File: src/rtl/serial_add_pkg.sv
// Shared types and helpers for the bit-serial adder controller.
// The optional subtract path is enabled by defining SERIAL_ADD_SUB_EN.
package serial_add_pkg;

  typedef enum logic [1:0] {
    IDLE = 2'd0,
    RUN  = 2'd1,
    DONE = 2'd2
  } state_t;

  // One extra bit so WIDTH-1 always fits, including WIDTH=1.
  function automatic int cnt_w(input int width);
    return $clog2(width) + 1;
  endfunction

endpackage

File: src/rtl/serial_add_ctrl_full_adder.sv
// Single-bit full adder cell shared across all bit positions
// by the bit-serial controller.
module full_adder (
  input  logic a,
  input  logic b,
  input  logic cin,
  output logic sum,
  output logic carry
);

  assign sum   = a ^ b ^ cin;
  assign carry = (a & b) | (cin & (a ^ b));

endmodule

File: src/rtl/serial_add_ctrl.sv
// Bit-serial WIDTH-bit adder: one shared full_adder, LSB first, carry registered.
// Define SERIAL_ADD_SUB_EN to add the sub port (a - b via ~b and carry-in of 1).
module serial_add_ctrl
  import serial_add_pkg::*;
#(
  parameter int WIDTH = 8
) (
  input  logic             clk,
  input  logic             rst,
  input  logic             in_valid,
  output logic             in_ready,
  input  logic [WIDTH-1:0] a,
  input  logic [WIDTH-1:0] b,
  input  logic             cin,
`ifdef SERIAL_ADD_SUB_EN
  input  logic             sub,
`endif
  output logic             out_valid,
  input  logic             out_ready,
  output logic [WIDTH-1:0] sum,
  output logic             cout,
  output logic             busy
);

  localparam int CW = cnt_w(WIDTH);

  state_t           state;
  state_t           state_nxt;
  logic [WIDTH-1:0] a_sh;
  logic [WIDTH-1:0] b_sh;
  logic [WIDTH-1:0] sum_q;
  logic [WIDTH-1:0] sum_shift;
  logic [WIDTH-1:0] b_load;
  logic [CW-1:0]    cnt;
  logic             carry;
  logic             carry_load;
  logic             cout_q;
  logic             fa_sum;
  logic             fa_carry;
  logic             accept;
  logic             last_bit;

  full_adder u_fa (
    .a     (a_sh[0]),
    .b     (b_sh[0]),
    .cin   (carry),
    .sum   (fa_sum),
    .carry (fa_carry)
  );

`ifdef SERIAL_ADD_SUB_EN
  // Subtraction is a + ~b + 1, so the caller's cin is overridden.
  assign b_load     = sub ? ~b : b;
  assign carry_load = sub ? 1'b1 : cin;
`else
  assign b_load     = b;
  assign carry_load = cin;
`endif

  assign accept   = (state == IDLE) && in_valid;
  assign last_bit = (cnt == CW'(WIDTH - 1));

  // The new sum bit enters at the MSB so the LSB lands in place after WIDTH shifts.
  generate
    if (WIDTH == 1) begin : g_sum_w1
      assign sum_shift = fa_sum;
    end else begin : g_sum_wn
      assign sum_shift = {fa_sum, sum_q[WIDTH-1:1]};
    end
  endgenerate

  always_ff @(posedge clk or posedge rst) begin
    if (rst) begin
      state <= IDLE;
    end else begin
      state <= state_nxt;
    end
  end

  always_comb begin
    state_nxt = state;
    case (state)
      IDLE:    if (in_valid)  state_nxt = RUN;
      RUN:     if (last_bit)  state_nxt = DONE;
      DONE:    if (out_ready) state_nxt = IDLE;
      default: state_nxt = IDLE;
    endcase
  end

  always_ff @(posedge clk or posedge rst) begin
    if (rst) begin
      a_sh   <= '0;
      b_sh   <= '0;
      sum_q  <= '0;
      cnt    <= '0;
      carry  <= 1'b0;
      cout_q <= 1'b0;
    end else if (accept) begin
      a_sh  <= a;
      b_sh  <= b_load;
      carry <= carry_load;
      cnt   <= '0;
    end else if (state == RUN) begin
      a_sh  <= a_sh >> 1;
      b_sh  <= b_sh >> 1;
      sum_q <= sum_shift;
      carry <= fa_carry;
      cnt   <= cnt + CW'(1);
      if (last_bit) begin
        cout_q <= fa_carry;
      end
    end
  end

  assign in_ready  = (state == IDLE);
  assign busy      = (state == RUN);
  assign out_valid = (state == DONE);
  assign sum       = sum_q;
  assign cout      = cout_q;

endmodule

File: config.mk
export PLATFORM = sky130hd
export DESIGN_NAME = serial_add_ctrl
export DESIGN_NICKNAME = d
export VERILOG_FILES = /design/src/rtl/serial_add_pkg.sv /design/src/rtl/serial_add_ctrl_full_adder.sv /design/src/rtl/serial_add_ctrl.sv
export SDC_FILE = /design/constraint.sdc
export NUM_CORES = 1
export LEC_CHECK = 0
export ABC_CLOCK_PERIOD_IN_PS = 1800
export CAP_MARGIN = 40
export CORE_AREA = 2 2 68 70
export DETAILED_ROUTE_END_ITERATION = 7
export DIE_AREA = 0 0 70 72
export GPL_TIMING_DRIVEN = 0
export PLACE_DENSITY_LB_ADDON = 0.3
export RECOVER_POWER = 50
export SETUP_SLACK_MARGIN = 0.4
export SLEW_MARGIN = 30
export SYNTH_ARGS = -nofsm -noshare
export SYNTH_HDL_FRONTEND = slang
export SYNTH_HIERARCHICAL = 1
export SYNTH_SLANG_ARGS = --single-unit
File: constraint.sdc
create_clock -name clk -period 1.8 [get_ports clk]
set_input_delay 0.54 -clock clk [delete_from_list [all_inputs] [get_ports clk]]
set_output_delay 0.54 -clock clk [all_outputs]
set_load 0.02 [all_outputs]
==> results.sh <==
export IMPL_synth_nets=165
export IMPL_crit_path_max_incr_delay_ps=390
export IMPL_ys_seq_area_share_pct=58.2
export IMPL_htree_num_levels=2
export IMPL_relSlewSlack_pct=55.6
export IMPL_power_internal_w=0.00207
export IMPL_leakage_nw=1.02
export IMPL_ys_seq_elements=32
export IMPL_drive_gt1_share_pct=26.0
export IMPL_worstMarginPinSlew_ps=666
export IMPL_setup_viol=0
export IMPL_num_rows=24
export IMPL_reg2regPathDepth=6
export IMPL_critPathArrivalTime_ps=1170
export IMPL_power_per_cell_area_nw_per_um2=1650
export IMPL_routed_via_count=1179
export IMPL_die_x_um=70
export IMPL_initial_utilization_pct=32.2
export IMPL_cap_viol_max_count=0
export IMPL_drtAntennaViolNets=0
export IMPL_ioPinCount=33
export IMPL_wl_per_cell_um=13.1
export IMPL_slew_viol_final=0
export IMPL_hp_class="flip-flop to flip-flop"
export IMPL_cp_common_cell="buf_8"
export IMPL_numPortBuffers=32
export IMPL_grt_start_max_net_pins=33
export IMPL_min_from="a_sh[2]"
export IMPL_fin_area_sq_um=2020
export IMPL_synth_warnings=6
export IMPL_viasPerCell=4.75
export IMPL_numCtsBuffers=5
export IMPL_routed_wirelength_mm=3.25
export IMPL_crit_required_ps=1260
export IMPL_critPathSlowestCell="dfrtp_1"
export IMPL_fin_crit_sh_pct=95.0
export IMPL_fin_tns_setup_ps=0
export IMPL_placed_cell_area_sq_um=1780
export IMPL_worstSetupEndpointType="output port"
export IMPL_clock_sinks=32
export IMPL_grt_pass1_wl_mm=5.25
export IMPL_clk_path_buf_depth=2
export IMPL_status="finished clean"
export IMPL_clockRootBuffer="clkbuf_8"
export IMPL_grt_pass1_vias=1106
export IMPL_fmax_mhz=585
export IMPL_rrSetupSlack_ps=180
export IMPL_skew_ps=4.14
export IMPL_syn_area_sq_um=1380
export IMPL_clk_pin_slew_ps=60
export IMPL_swShare_pct=37.9
export IMPL_critPathMaxFanout=2
export IMPL_hold_viol_final=0
export IMPL_dr_first_iter_drc_count=81
export IMPL_hold_depth=2
export IMPL_dp_hpwl_mm=2.02
export IMPL_gp_congestion=0.747
export IMPL_crit_family="flip-flops"
export IMPL_rsz0062_at_grt="yes"
export IMPL_antenna_found_initial=0
export IMPL_crit_type="flip-flop to output port"
export IMPL_die_y_um=72
export IMPL_nets=218
export IMPL_pwr_share_comb_pct=46.8
export IMPL_drc_errors=0
export IMPL_path_cells="nand2b_4 -> buf_8 -> inv_8 -> buf_8 -> buf_6"
export IMPL_cts_tree="yes"
export IMPL_grtUsageTotal_pct=13.4
export IMPL_power_w=0.00333
export IMPL_p_seq_share_pct=36.2
export IMPL_ys_types=22
export IMPL_clock_latency_ps=280
export IMPL_r2r_end="cout"
export IMPL_p_clk_share_pct=17.0
export IMPL_num_antenna_cells=0
export IMPL_worst_path_buf_inv=4
export IMPL_instances_no_fill=248
export IMPL_most_common_layout_cells="63 x nand2_1, 31 x dfrtp_1, 18 x clkdlybuf4s50_1"
export IMPL_min_to="a_sh[2]"
export IMPL_final_common_cell="nand2_1"
export IMPL_coreArea_sq_um=4260
export IMPL_r2r_start="state[1]"
export IMPL_fin_crit_ps=1710
export IMPL_crit_path_start_kind="flip-flop"
export IMPL_dieArea_sq_um=5040
export IMPL_area_growth_pct=46.8
export IMPL_switching_power_w=0.00126
export IMPL_irDropWorstVdd_mv=0.559
export IMPL_syn_inst=142
export IMPL_cts_hold_fix_buffers=0
export IMPL_place_inst=226
export IMPL_globalRouteOverflowTotal=0
export IMPL_first_pass_iters=4
export IMPL_syn_area_per_cell_sq_um=9.68
==> metrics by stage <==
stage,hold slack [ps],worst slack [ps],utilization [%]
after global routing,510,56.2,47.3
after detailed placement,463,-230,41.8
after CTS,480,75.9,43.9
after floorplan,446,410,-
final,479,90.1,47.3
after global placement,458,-225,41.8
==> layer usage <==
metal	wire length, um	track usage, %	vias up
met4	48	5.13	0
met2	1580	19.9	39
met5	0	0	-
met3	199	5.28	8
li1	-	-	573
met1	1420	17.7	559
==> worst register-to-register path, delay by kind of cell, from the launching register on <==
| family | cells | cell delay (ps) |
|---|---|---|
| buffers and inverters | 3 | 490 |
| multiplexers | 1 | 300 |
| AND/OR/NAND/NOR | 2 | 320 |
| flip-flops | 1 | 390 |
==> power by group through the flow <==
stage / Clock, W / Sequential, W / Combinational [W]
final: 0.000565 / 0.00121 / 0.00156
after global routing: 0.000620 / 0.00125 / 0.00171
after CTS: 0.000586 / 0.00119 / 0.00134
after detailed placement: 0 / 0.00122 / 0.00131
after global placement: 0 / 0.00120 / 0.00127
after floorplan: 0 / 0.00128 / 0.000776
==> kinds of logic (layout without fill, tap and decap cells) <==
logic type	count (synthesis)	in the layout	synth area share (%)
simple gates	70	70	20.5
buf+inv	11	65	4.82
flops	32	32	58.2
mux	1	1	0.819
compound gates	26	26	13.3
fa+ha+maj	2	2	2.37
==> flip-flops by register name (all words and copies together) (netlist names) <==
name   count
b_sh       8
a_sh       8
carry      1
cnt        4
cout       1
sum        8
state      2
==> Yosys cell counts, drive strengths merged <==
| library cell | n | share of area [%] |
|---|---|---|
| nand2b | 2 | 0.91 |
| o21ai | 5 | 1.8 |
| ha | 1 | 0.91 |
| buf | 7 | 3.2 |
| a22oi | 15 | 8.2 |
| a21o | 1 | 0.55 |
| o21bai | 3 | 1.9 |
| mux2 | 1 | 0.82 |
| fa | 1 | 1.5 |
| inv | 4 | 1.6 |
| a21oi | 1 | 0.36 |
| and3b | 1 | 0.64 |
| nand3 | 1 | 0.36 |
| nor3b | 2 | 1.1 |
| nand2 | 63 | 17 |
| dfrtp | 32 | 58 |
| nor2 | 1 | 0.27 |
| o22ai | 1 | 0.46 |
==> how the worst max path moves through the flow <==
stage | startpoint | endpoint | slack, ps | cells past startpoint
after global routing | state[1] | busy | 60 | 5
final | state[1] | busy | 90 | 5
after floorplan | state[1] | busy | 410 | 4
after detailed placement | state[1] | busy | -230 | 5
after CTS | state[0] | busy | 80 | 5
after global placement | state[1] | busy | -230 | 5
==> area by class of cell <==
cell class                 instances  area, sq um
clock buffer                       6         82.6
multi-input combinational         99          564
fill                             400         2250
clock inverter                     2         10.0
timing repair buffer              46          400
tap                               52         65.1
sequential                        32          802
inverter                           4         22.5
buffer                             7         71.3
==> repair_timing <==
action | 4_1_cts | 5_1_grt
gates cloned | 0 | 1
endpoints found under the setup margin | 32 | 32
pin swaps | 0 | 2
resized for setup | 56 | 23
buffers inserted | 5 | 8
No activity file was read; power rests on OpenSTA's default activity.
